[src/rtl/mmu_banked_if.sv]
// CPU-side bus and configuration port of the banked chip-select decoder.
// The CPU drives the master side; mmu_banked attaches to the slave side.
interface mmu_banked_if #(
  parameter int unsigned ADDR_WIDTH = 16,
  parameter int unsigned NUM_CS     = 4
);
  logic [ADDR_WIDTH-1:0] address;
  logic                  valid;
  logic                  cfg_we;
  logic [4:0]            cfg_addr;
  logic [7:0]            cfg_wdata;
  logic [NUM_CS-1:0]     cs_n;
  logic                  rdy;
  logic                  decode_miss;

  modport master (
    output address, valid, cfg_we, cfg_addr, cfg_wdata,
    input  cs_n, rdy, decode_miss
  );

  modport slave (
    input  address, valid, cfg_we, cfg_addr, cfg_wdata,
    output cs_n, rdy, decode_miss
  );
endinterface

[src/rtl/mmu_banked.sv]
// Programmable page-map chip-select decoder for the 6502 bus with optional
// per-device wait states (present only when MMU_WAIT_STATES_EN is defined).
module mmu_banked #(
  parameter int unsigned ADDR_WIDTH  = 16,
  parameter int unsigned DECODE_BITS = 3,
  parameter int unsigned NUM_CS      = 4,
  parameter int unsigned WAIT_WIDTH  = 3
) (
  input  logic         clock,
  input  logic         reset_n,
  mmu_banked_if.slave  bus
);
  localparam int unsigned PAGES = 1 << DECODE_BITS;

  logic                   map_en  [PAGES];
  logic [3:0]             map_idx [PAGES];
  logic [DECODE_BITS-1:0] page;
  logic                   page_en;
  logic [3:0]             page_idx;
  logic [NUM_CS-1:0]      match;
  logic                   hit;
  logic                   unused_ok;

  // Board memory map for the stock build; any other geometry spreads pages
  // round-robin over the available selects.
  function automatic logic [3:0] reset_idx(input int unsigned p);
    if (DECODE_BITS == 3 && NUM_CS == 4) begin
      case (p)
        0, 1, 2, 3: return 4'd0;
        4, 5:       return 4'd2;
        6:          return 4'd3;
        default:    return 4'd1;
      endcase
    end
    return 4'(p % NUM_CS);
  endfunction

  always_ff @(posedge clock or negedge reset_n) begin
    if (!reset_n) begin
      for (int unsigned p = 0; p < PAGES; p++) begin
        map_en[p]  <= 1'b1;
        map_idx[p] <= reset_idx(p);
      end
    end else if (bus.cfg_we && !bus.cfg_addr[4]) begin
      for (int unsigned p = 0; p < PAGES; p++) begin
        if (bus.cfg_addr[3:0] == 4'(p)) begin
          map_en[p]  <= bus.cfg_wdata[7];
          map_idx[p] <= bus.cfg_wdata[3:0];
        end
      end
    end
  end

  assign page = bus.address[ADDR_WIDTH-1 -: DECODE_BITS];

  always_comb begin
    page_en  = 1'b0;
    page_idx = '0;
    for (int unsigned p = 0; p < PAGES; p++) begin
      if (page == DECODE_BITS'(p)) begin
        page_en  = map_en[p];
        page_idx = map_idx[p];
      end
    end
    match = '0;
    for (int unsigned i = 0; i < NUM_CS; i++) begin
      match[i] = (page_idx == 4'(i));
    end
  end

  // An index with no matching select counts as a miss, same as a disabled page.
  assign hit             = page_en && (|match);
  assign bus.cs_n        = (reset_n && hit) ? ~match : '1;
  assign bus.decode_miss = reset_n && !hit;

  assign unused_ok = ^{bus.address, bus.cfg_wdata, bus.cfg_addr, bus.valid, bus.cfg_we};

`ifdef MMU_WAIT_STATES_EN
  typedef enum logic [1:0] {IDLE, WAIT, DONE} state_t;

  state_t                state_q, state_d;
  logic [WAIT_WIDTH-1:0] wait_tbl [NUM_CS];
  logic [WAIT_WIDTH-1:0] sel_wait;
  logic [WAIT_WIDTH-1:0] cnt_q, cnt_d;
  logic                  rdy_d;

  always_ff @(posedge clock or negedge reset_n) begin
    if (!reset_n) begin
      for (int unsigned i = 0; i < NUM_CS; i++) begin
        wait_tbl[i] <= '0;
      end
    end else if (bus.cfg_we && bus.cfg_addr[4]) begin
      for (int unsigned i = 0; i < NUM_CS; i++) begin
        if (bus.cfg_addr[3:0] == 4'(i)) begin
          wait_tbl[i] <= bus.cfg_wdata[WAIT_WIDTH-1:0];
        end
      end
    end
  end

  always_comb begin
    sel_wait = '0;
    for (int unsigned i = 0; i < NUM_CS; i++) begin
      if (match[i]) begin
        sel_wait = wait_tbl[i];
      end
    end
  end

  always_ff @(posedge clock or negedge reset_n) begin
    if (!reset_n) begin
      state_q <= IDLE;
      cnt_q   <= '0;
    end else begin
      state_q <= state_d;
      cnt_q   <= cnt_d;
    end
  end

  // The first low-rdy cycle is spent in IDLE, so WAIT only covers W-1 cycles.
  always_comb begin
    state_d = state_q;
    cnt_d   = cnt_q;
    rdy_d   = 1'b1;
    case (state_q)
      IDLE: begin
        if (bus.valid && hit && sel_wait != '0) begin
          rdy_d   = 1'b0;
          cnt_d   = sel_wait - WAIT_WIDTH'(1);
          state_d = (sel_wait > WAIT_WIDTH'(1)) ? WAIT : DONE;
        end
      end
      WAIT: begin
        if (!bus.valid) begin
          state_d = IDLE;
        end else begin
          rdy_d = 1'b0;
          if (cnt_q == WAIT_WIDTH'(1)) begin
            state_d = DONE;
          end else begin
            cnt_d = cnt_q - WAIT_WIDTH'(1);
          end
        end
      end
      DONE:    state_d = IDLE;
      default: state_d = IDLE;
    endcase
  end

  assign bus.rdy = reset_n ? rdy_d : 1'b1;
`else
  logic [WAIT_WIDTH-1:0] unused_wait_bits;

  assign unused_wait_bits = bus.cfg_wdata[WAIT_WIDTH-1:0];
  assign bus.rdy          = 1'b1;
`endif

endmodule

[src/flat_wrapper.sv]
// flat-port wrapper written by rule: the top's interface ports become plain ports
module mmu_banked_flat 
#(
  parameter int unsigned ADDR_WIDTH  = 16,
  parameter int unsigned DECODE_BITS = 3,
  parameter int unsigned NUM_CS      = 4,
  parameter int unsigned WAIT_WIDTH  = 3
)
  (clock, reset_n, bus_address, bus_valid, bus_cfg_we, bus_cfg_addr, bus_cfg_wdata, bus_cs_n, bus_rdy, bus_decode_miss);
  mmu_banked_if #(.ADDR_WIDTH(ADDR_WIDTH), .NUM_CS(NUM_CS)) bus_i ();
  input  logic clock;
  input  logic reset_n;
  input wire logic [$bits(bus_i.address)-1:0] bus_address;
  input wire logic [$bits(bus_i.valid)-1:0] bus_valid;
  input wire logic [$bits(bus_i.cfg_we)-1:0] bus_cfg_we;
  input wire logic [$bits(bus_i.cfg_addr)-1:0] bus_cfg_addr;
  input wire logic [$bits(bus_i.cfg_wdata)-1:0] bus_cfg_wdata;
  output wire logic [$bits(bus_i.cs_n)-1:0] bus_cs_n;
  output wire logic [$bits(bus_i.rdy)-1:0] bus_rdy;
  output wire logic [$bits(bus_i.decode_miss)-1:0] bus_decode_miss;
  assign bus_i.address = bus_address;
  assign bus_i.valid = bus_valid;
  assign bus_i.cfg_we = bus_cfg_we;
  assign bus_i.cfg_addr = bus_cfg_addr;
  assign bus_i.cfg_wdata = bus_cfg_wdata;
  assign bus_cs_n = bus_i.cs_n;
  assign bus_rdy = bus_i.rdy;
  assign bus_decode_miss = bus_i.decode_miss;
  mmu_banked #(.ADDR_WIDTH(ADDR_WIDTH), .DECODE_BITS(DECODE_BITS), .NUM_CS(NUM_CS), .WAIT_WIDTH(WAIT_WIDTH)) u_core (.clock(clock), .reset_n(reset_n), .bus(bus_i));
endmodule
[config.mk]
export PLATFORM = sky130hd
export DESIGN_NAME = mmu_banked_flat
export DESIGN_NICKNAME = d
export VERILOG_FILES = /design/src/rtl/mmu_banked_if.sv /design/src/rtl/mmu_banked.sv /design/src/flat_wrapper.sv
export SDC_FILE = /design/constraint.sdc
export NUM_CORES = 1
export LEC_CHECK = 0
export ABC_AREA = 1
export CELL_PAD_IN_SITES_DETAIL_PLACEMENT = 0
export CELL_PAD_IN_SITES_GLOBAL_PLACEMENT = 1
export CORE_MARGIN = 1.5
export CORE_UTILIZATION = 40
export CTS_BUF_LIST = sky130_fd_sc_hd__clkbuf_16
export DETAILED_ROUTE_END_ITERATION = 12
export PLACE_DENSITY_LB_ADDON = 0.1
export SETUP_SLACK_MARGIN = 0.2
export SLEW_MARGIN = 40
export SYNTH_ARGS = -nofsm -noshare
export SYNTH_HDL_FRONTEND = slang
export SYNTH_SLANG_ARGS = --single-unit
[constraint.sdc]
create_clock -name clock -period 4 [get_ports clock]
set_clock_uncertainty 0.2 [all_clocks]
set_input_delay 1.2 -clock clock [delete_from_list [all_inputs] [get_ports clock]]
set_output_delay 1.2 -clock clock [all_outputs]
set_load 0.005 [all_outputs]
### Word level (Yosys, flattened, before mapping)

Index checks and enable logic that the tools add are counted.

* register bits after elaboration: 40
* bits of input ports: 33
* output and inout port bits: 6
* logic and storage cells: 69

* equality and inequality tests: 17
* multiplexer cells: 17
* bitwise operators: 1
* reductions and logical operators: 18

Operators with widths (count)
* $mux 4: 9
* $eq 4x2->1 const B: 4
* $eq 4x3->1 const B: 4
* $reduce_and 2->1: 8
* $eq 3x3->1 const B: 4
* $eq 4x1->1 const B: 2
* $logic_not 4->1: 2
* $mux 1: 8
* $eq 3x2->1 const B: 2
* $logic_and 1x1->1: 4
* $not 4->4: 1
* $reduce_or 4->1: 1
* $eq 3x1->1 const B: 1
* $logic_not 3->1: 1
* $logic_not 1->1: 2

### Longest topological paths before layout

Gate-level depths: netlist of run 1.

* depth after elaboration: 14
* mapped depth: 12

### Worst setup path before layout of run 1

OpenSTA, ideal clock, no wires.

* path type: input to output
* start: input port bus_address[13]
* end: output port bus_cs_n[0]
* arrival: 2.176 ns
* required time: 2.600 ns
* path slack: 0.424 ns
* cell stages on the path: 11
* buffers on the path: 1
* path through: buf_6 nor2_2 nand3_1 nand2_1 nand2_1 nand3_1 nand2_1 nand2_1 nand2_1 a21oi_2 nand2_1

* longest elaborated chain between the ends: 14
* elaborated cells on any way between the ends: 33
* classes of those cells: eq/ne: 10; mux: 17; bitwise: 1; reduce/logical: 5

RTL lines
* start, declared: RTL line flat_wrapper.sv:13 `input wire logic [$bits(bus_i.address)-1:0] bus_address;`
* $logic_not 3->1: RTL line mmu_banked.sv:60 `if (page == DECODE_BITS'(p)) begin`
* $mux 4 (8 in series): RTL line mmu_banked.sv:60
* $eq 4x1->1 (tied with other cells): RTL line mmu_banked.sv:67 `match[i] = (page_idx == 4'(i));`
* $reduce_or 4->1: RTL line mmu_banked.sv:72 `assign hit = page_en && (|match);`
* $logic_and 1x1->1: RTL line mmu_banked.sv:72
* $logic_and 1x1->1: RTL line mmu_banked.sv:73 `assign bus.cs_n = (reset_n && hit) ? ~match : '1;`
* $mux 4 *: RTL line mmu_banked.sv:73
* end, declared: RTL line flat_wrapper.sv:18 `output wire logic [$bits(bus_i.cs_n)-1:0] bus_cs_n;`

Mark *: on every way between the ends. The rest lies on a longest branch, timed or not.

### Worst setup path in the final report of run 1

Ends and elaborated chain as after synthesis.

==> impl_results.md, run 1 <==
* Status: complete, no violations
* Gr ovfl total at 0
* Share of layout cells above drive strength 1 at 29.2%
* Pre-Repair DR Iteration Count at 4
* Post-DRT Antenna Nets at 0
* Detailed placement HPWL at 3.72 mm
* I/O Buffers at 20
* Min Tclk post-route at 3.87 ns
* Placer Congestion at 0.808
* Yosys Warn Count at 0
* Worst-skew pair later-pin latency at approximately 0.28 ns
* Core Area at 5070 um2
* Tightest Pin Transition at 0.673 ns
* Synthesized area at around 2100 um2
* Total GRT Usage at between 20% and 30%
* Synth cell types at 21
* DR iter-0 viols at 88
* Setup TNS at 0 ns
* Pin count of the biggest net entering global routing at 41
* Startpoint Class: input port
* Layout filler cell count at 487
* Pwr dens at 432 nW/um2
* Initial antenna violation count at 0
* Vias in the first global route at ~1,800
* Total leakage power at 1.34 nW
* Rel. slew slack at 55.0%
* CTS tree: done
* Average size of a mapped cell at 7.54 um2
* Die Wd at ~76 um
* Setup crit end kind: output pin
* Finished Cell Area at 2840 um2
* Number of max-cap violations at 0
* RSZ-0062 raised after global routing: true
* Max IR drop VDD at between 0.15 and 0.2 mV
* Final worst path period share at just under 100%
* Post-DP Area at approximately 2500 um2
* Fin. max-slew vios at 0
* Hold Fails Final Rpt at 0
* I/O Pins at 39
* CTS Buf Count at 5
* Root Driver: clkbuf_16
* Total number of vias at 2,002
* Fmax at 259 MHz
* Clock-pin slew on the worst setup and hold paths at 0.05 ns
* HP Class: reg -> reg
* Drt wl/cell at 13.9 um
* FF+latch count, synth at 40
* First-pass GRT wire length at 8.83 mm
* DRC viols at 0
* Initial Utilization at between 40 and 50%
* Net count after synthesis at 312
* Final setup fails at 0
* Antenna diodes at 0
* Std cell rows at 26
* H-tree depth at 2
* CP required at between 2 and 3 ns
* Overall routed net length at ~5.5 mm
* WHS at 0.284 ns
* Maximum root-to-sink buffer count at 2
* Die area at 5700 um2
* Total clock sinks at 40
* Mapped Cells at ~280
* Fin nets at 361
* Crit-path max FO at 8
* Register area share after synthesis at 48.4%
* Die height at 75.5 um
* Vias per cell at between 5 and 6
* Critical setup path kind: in -> out
* Synthesis-to-finish area growth at 35.2%
* Data arrival time of the worst path at 2.47 ns
logic make-up after synthesis:
family / count (synthesis) / share of synthesized area, %
AND/OR/NAND/NOR: 163 / 34.3
AO/OA/AOI/OAI: 45 / 10.9
flip-flops: 40 / 48.4
buffers and inverters: 30 / 6.25
other: 1 / 0.178
worst paths after layout:
kind | cells past startpoint | end | slack, ns | from
worst max-delay path | 13 | bus_cs_n[0] | 0.13 | bus_address[13]
worst min-delay path | 2 | u_core.map_idx[29]$_DFFE_PN0P_ | 0.28 | u_core.map_idx[29]$_DFFE_PN0P_
worst max register to register | 2 | u_core.map_idx[0]$_DFFE_PN1P_ | 3.05 | u_core.map_idx[0]$_DFFE_PN1P_
worst min register to register | 2 | u_core.map_idx[29]$_DFFE_PN0P_ | 0.28 | u_core.map_idx[29]$_DFFE_PN0P_
max in group asynchronous | 2 | u_core.map_en[5]$_DFFE_PN1P_ | 2.40 | reset_n
min in group asynchronous | 2 | u_core.map_idx[24]$_DFFE_PN0P_ | 0.83 | reset_n
placed cells by master, fill, tap and decap left out, types with 2 or more instances in the layout:
cell,count
nor2_1,23
dfstp_2,13
o21ai_0,41
nand2_2,13
nand2_1,79
clkdlybuf4s50_1,11
nor3_1,2
clkbuf_16,5
nor2_4,5
dfrtp_1,27
buf_6,3
a21oi_1,3
nand3_1,11
nand3_2,11
nand4_1,9
buf_2,5
buf_12,2
buf_4,22
nor2_2,6
inv_1,24
Yosys cell counts:
cell type | n | area (um2)
dfrtp_1 | 27 | 676
nor2_1 | 29 | 109
buf_4 | 1 | 7.51
nand3_1 | 22 | 110
nor2_4 | 2 | 22.5
nor3_1 | 2 | 10.0
or2_0 | 1 | 6.26
a21oi_2 | 1 | 8.76
nand2_1 | 84 | 315
a21oi_1 | 3 | 15.0
inv_2 | 2 | 7.51
nor2_2 | 3 | 18.8
inv_1 | 25 | 93.8
nand4_1 | 9 | 56.3
nand2_2 | 9 | 56.3
conb_1 | 1 | 3.75
o21ai_0 | 41 | 205
nor3_2 | 1 | 10.0
dfstp_2 | 13 | 342
buf_6 | 2 | 22.5
nor3b_1 | 1 | 7.51
final cells by class:
cell class                      count  area [um2]  area share (%)
Sequential cell                    40        1020            35.8
Tap cell                           70        87.6            3.08
Multi-Input combinational cell    209        1070            37.7
Timing Repair Buffer               44         379            13.3
Timing Repair inverter              1        6.26           0.220
Inverter                           27         114            4.01
Clock inverter                      3        42.5            1.50
Clock buffer                        5         125            4.40
state kept, by name, indices dropped and copies added, names as in the netlist:
| signal | cells |
|---|---|
| u_core.map_idx | 32 |
| u_core.map_en | 8 |
critical path, cell delays in order:
cell and delay, ns:
buf_12 0.12, buf_6 0.11, nor2_4 0.19, nand3_2 0.13, buf_4 0.15, nand3_1 0.09, nor2_1 0.06, nand4_1 0.07
nand2_1 0.08, nand2_1 0.07, nor2_1 0.04, nand2_1 0.05, buf_2 0.10
where the power goes:
| part | switching [W] | internal, W |
|---|---|---|
| Combinational | 0.000126 | 0.0000994 |
| Sequential | 0.0000543 | 0.000498 |
| Clock | 0.000158 | 0.000293 |
| Total | 0.000338 | 0.000890 |
timing repair:
item,in CTS,in global routing
hold buffers,0,0
hold endpoints to repair,0,0
resized for setup,68,12
pin swaps,22,10
cloned,1,0
setup endpoints to repair,5,5
setup buffers,5,6
per-layer routing:
metal  track usage, %  share of wire, %  wire (um)  vias up
met3             4.50               4.4        241       10
met5                0                 0          0        -
met1             27.5                45       2510      950
met2             35.8                49       2700       41
met4             5.56               1.6         91        0
li1                 -                 -          -     1001
metrics by stage:
step | cells | util (%) | setup WS [ns] | power, W
floorplan | 279 | - | 0.424 | 0.000672
global placement | 379 | 48.3 | -0.830 | 0.000745
detailed placement | 379 | 48.3 | -0.802 | 0.000751
CTS | 393 | 54.6 | 0.202 | 0.00122
global route | 399 | 56.0 | 0.0239 | 0.00130
finish | 399 | 56.0 | 0.134 | 0.00123
Note: power is estimated with default switching activity, not from simulation.
==> run 2: changes to the inputs <==
--- a/config.mk
+++ b/config.mk
@@ -9,7 +9,7 @@
 export CELL_PAD_IN_SITES_DETAIL_PLACEMENT = 0
 export CELL_PAD_IN_SITES_GLOBAL_PLACEMENT = 1
 export CORE_MARGIN = 1.5
-export CORE_UTILIZATION = 40
+export CORE_UTILIZATION = 23
 export CTS_BUF_LIST = sky130_fd_sc_hd__clkbuf_16
 export DETAILED_ROUTE_END_ITERATION = 12
 export PLACE_DENSITY_LB_ADDON = 0.1
==> impl_results.md, run 2 (synthesis results as in run 1) <==
* Placer Congestion at 0.706
* Total number of vias at 1,930
* Worst-skew pair later-pin latency at 0.28 ns
* Fmax at 258 MHz
* DR iter-0 viols at between 50 and 60
* Data arrival time of the worst path at about 2.5 ns
* Critical setup path kind: in -> out
* H-tree depth at 2
* Core Area at 8810 um2
* Hold Fails Final Rpt at 0
* Tightest Pin Transition at just under 0.7 ns
* Critical Path Start: bus_address[13]
* Post-CTS Hold Buffers at 0
* Root Driver: clkbuf_16
* Post-DRT Antenna Nets at 0
* Overall routed net length at between 6 and 7 mm
* WHS at 0.290 ns
* Min Tclk post-route at 3.88 ns
* Top reg by flops: u_core.map_idx
* I/O Pins at 39
* Commonest non-fill, non-tap cell in the layout: nand2_1
* Total leakage power at 1.39 nW
* Hold_sp: u_core.map_idx[16]$_DFFE_PN0P_
* Final worst path period share at a little under 100%
* I/O Buffers at 20
* Fin nets at 365
* Pre-Repair DR Iteration Count at 6
* Synthesis-to-finish area growth at 44.1%
* Pwr dens at 420 nW/um2
* Pin count of the biggest net entering global routing at 41
* Rel. slew slack at 53.6%
* Total clock sinks at 40
* CTS tree: done
* Slowest CP cell: nor2_4
* RSZ-0062 raised after global routing: true
* CTS Buf Count at 5
* Max IR drop VDD at 0.167 mV
* Initial antenna violation count at 0
* Biggest regs: u_core.map_idx (32), u_core.map_en (8)
* Setup crit end kind: output pin
* Startpoint Class: input port
* CP required at 2.60 ns
* Die Wd at between 90 and 100 um
* Most frequent cells in the layout: nand2_1 (75), o21ai_0 (40), dfrtp_1 (27), inv_1 (25), nor2_1 (23)
* Max incr delay on CP at approximately 0.2 ns
* Vias in the first global route at 1,972
* Number of max-cap violations at 0
* Crit-path max FO at 5
* Fin. max-slew vios at 0
* Largest register FFs at 32
* Gr ovfl total at 0
* Final setup fails at 0
* Total GRT Usage at 13.6%
* Clock-pin slew on the worst setup and hold paths at 0.06 ns
* Worst r2r src: u_core.map_idx[9]$_DFFE_PN1P_
* Die area at 9730 um2
* Util after Layout at 34.4%
* Maximum root-to-sink buffer count at 2
* Antenna diodes at 0
* Drt wl/cell at 13.8 um
* Total power at around 0.0013 W
* Cell chain of the critical path: buf_8 > buf_4 > nor2_4 > nand3_2 > nand3_1 > nand2_1 > nand2_1 > nand2_2 > a21oi_4 > buf_6 > nand2_1 > buf_2
* Dominant cell type by count on the critical path: nand2_1
* Status: complete, no violations
* DRC viols at 0
* Initial Utilization at between 20% and 30%
* First-pass GRT wire length at 10.2 mm
* Share of layout cells above drive strength 1 at about a third
* HP Class: reg -> reg
* Die height at 98.6 um
* Detailed placement HPWL at roughly 4.4 mm
* Std cell rows at 34
* Vias per cell at 4.38
## run 2: cell types whose count changed in the layout (fill, tap and decap cells not counted), moves of 2 or more
cell     change
nand2_2      +2
nand3_1      -2
buf_4        -3
nand3_4      +3
nor2_4       +2
nor2_2       -2
nand2_1      -4
buf_6        +6
nand2_4      +2
## run 2: cell type report
type                            instances  area [um2]
Inverter                               27         114
Timing Repair Buffer                   49         459
Clock inverter                          3        42.5
Multi-Input combinational cell        209        1140
Sequential cell                        40        1020
Fill cell                             950        5780
Tap cell                              108         135
Clock buffer                            5         125
## run 2: per-stage QoR
step | setup WS, ns | instances | TNS, ns | instance area [um2]
5_1_grt | -0.00951 | 441 | -0.0118 | 3030
2_1_floorplan | 0.424 | 279 | 0 | 2100
4_1_cts | 0.0881 | 439 | 0 | 2920
6_report | 0.117 | 441 | 0 | 3030
3_5_place_dp | -0.728 | 423 | -3.63 | 2560
3_3_place_gp | -0.739 | 423 | -3.68 | 2560
## run 2: worst paths after layout
path	slack, ns	end	depth (start not counted)
setup / recovery	0.12	bus_cs_n[3]	12
hold / removal	0.29	u_core.map_idx[16]$_DFFE_PN0P_	2
setup reg to reg	3.04	u_core.map_idx[9]$_DFFE_PN1P_	2
hold reg to reg	0.29	u_core.map_idx[16]$_DFFE_PN0P_	2
max in group asynchronous	2.37	u_core.map_en[3]$_DFFE_PN1P_	2
min in group asynchronous	0.85	u_core.map_idx[24]$_DFFE_PN0P_	2
## run 2: repair_timing
item	CTS	global route
hold endpoints to repair	0	0
setup buffers	8	2
pin swaps	19	27
gates resized for setup	69	26
setup endpoints to repair	5	5
## run 2: critical path, delay by kind of cell
family / cells / cell delay [ns]
compound gates: 1 / 0.16
simple gates: 7 / 0.63
buf+inv: 4 / 0.49
## run 2: power by group
| group | total [W] | leakage (nW) | switching, W | internal, W |
|---|---|---|---|---|
| Combinational | 0.000257 | 0.824 | 0.000140 | 0.000117 |
| Clock | 0.000461 | 0.0798 | 0.000168 | 0.000293 |
| Sequential | 0.000554 | 0.486 | 0.0000558 | 0.000498 |
## run 2: layer usage
layer	share of wire [%]	wire, um	global-route usage (%)	vias to the layer above
li1	-	-	-	1007
met1	49	2990	18.1	899
met2	48	2920	22.9	20
met3	1.6	99	2.41	4
met4	1.1	65	3.96	0
met5	0	0	0	-
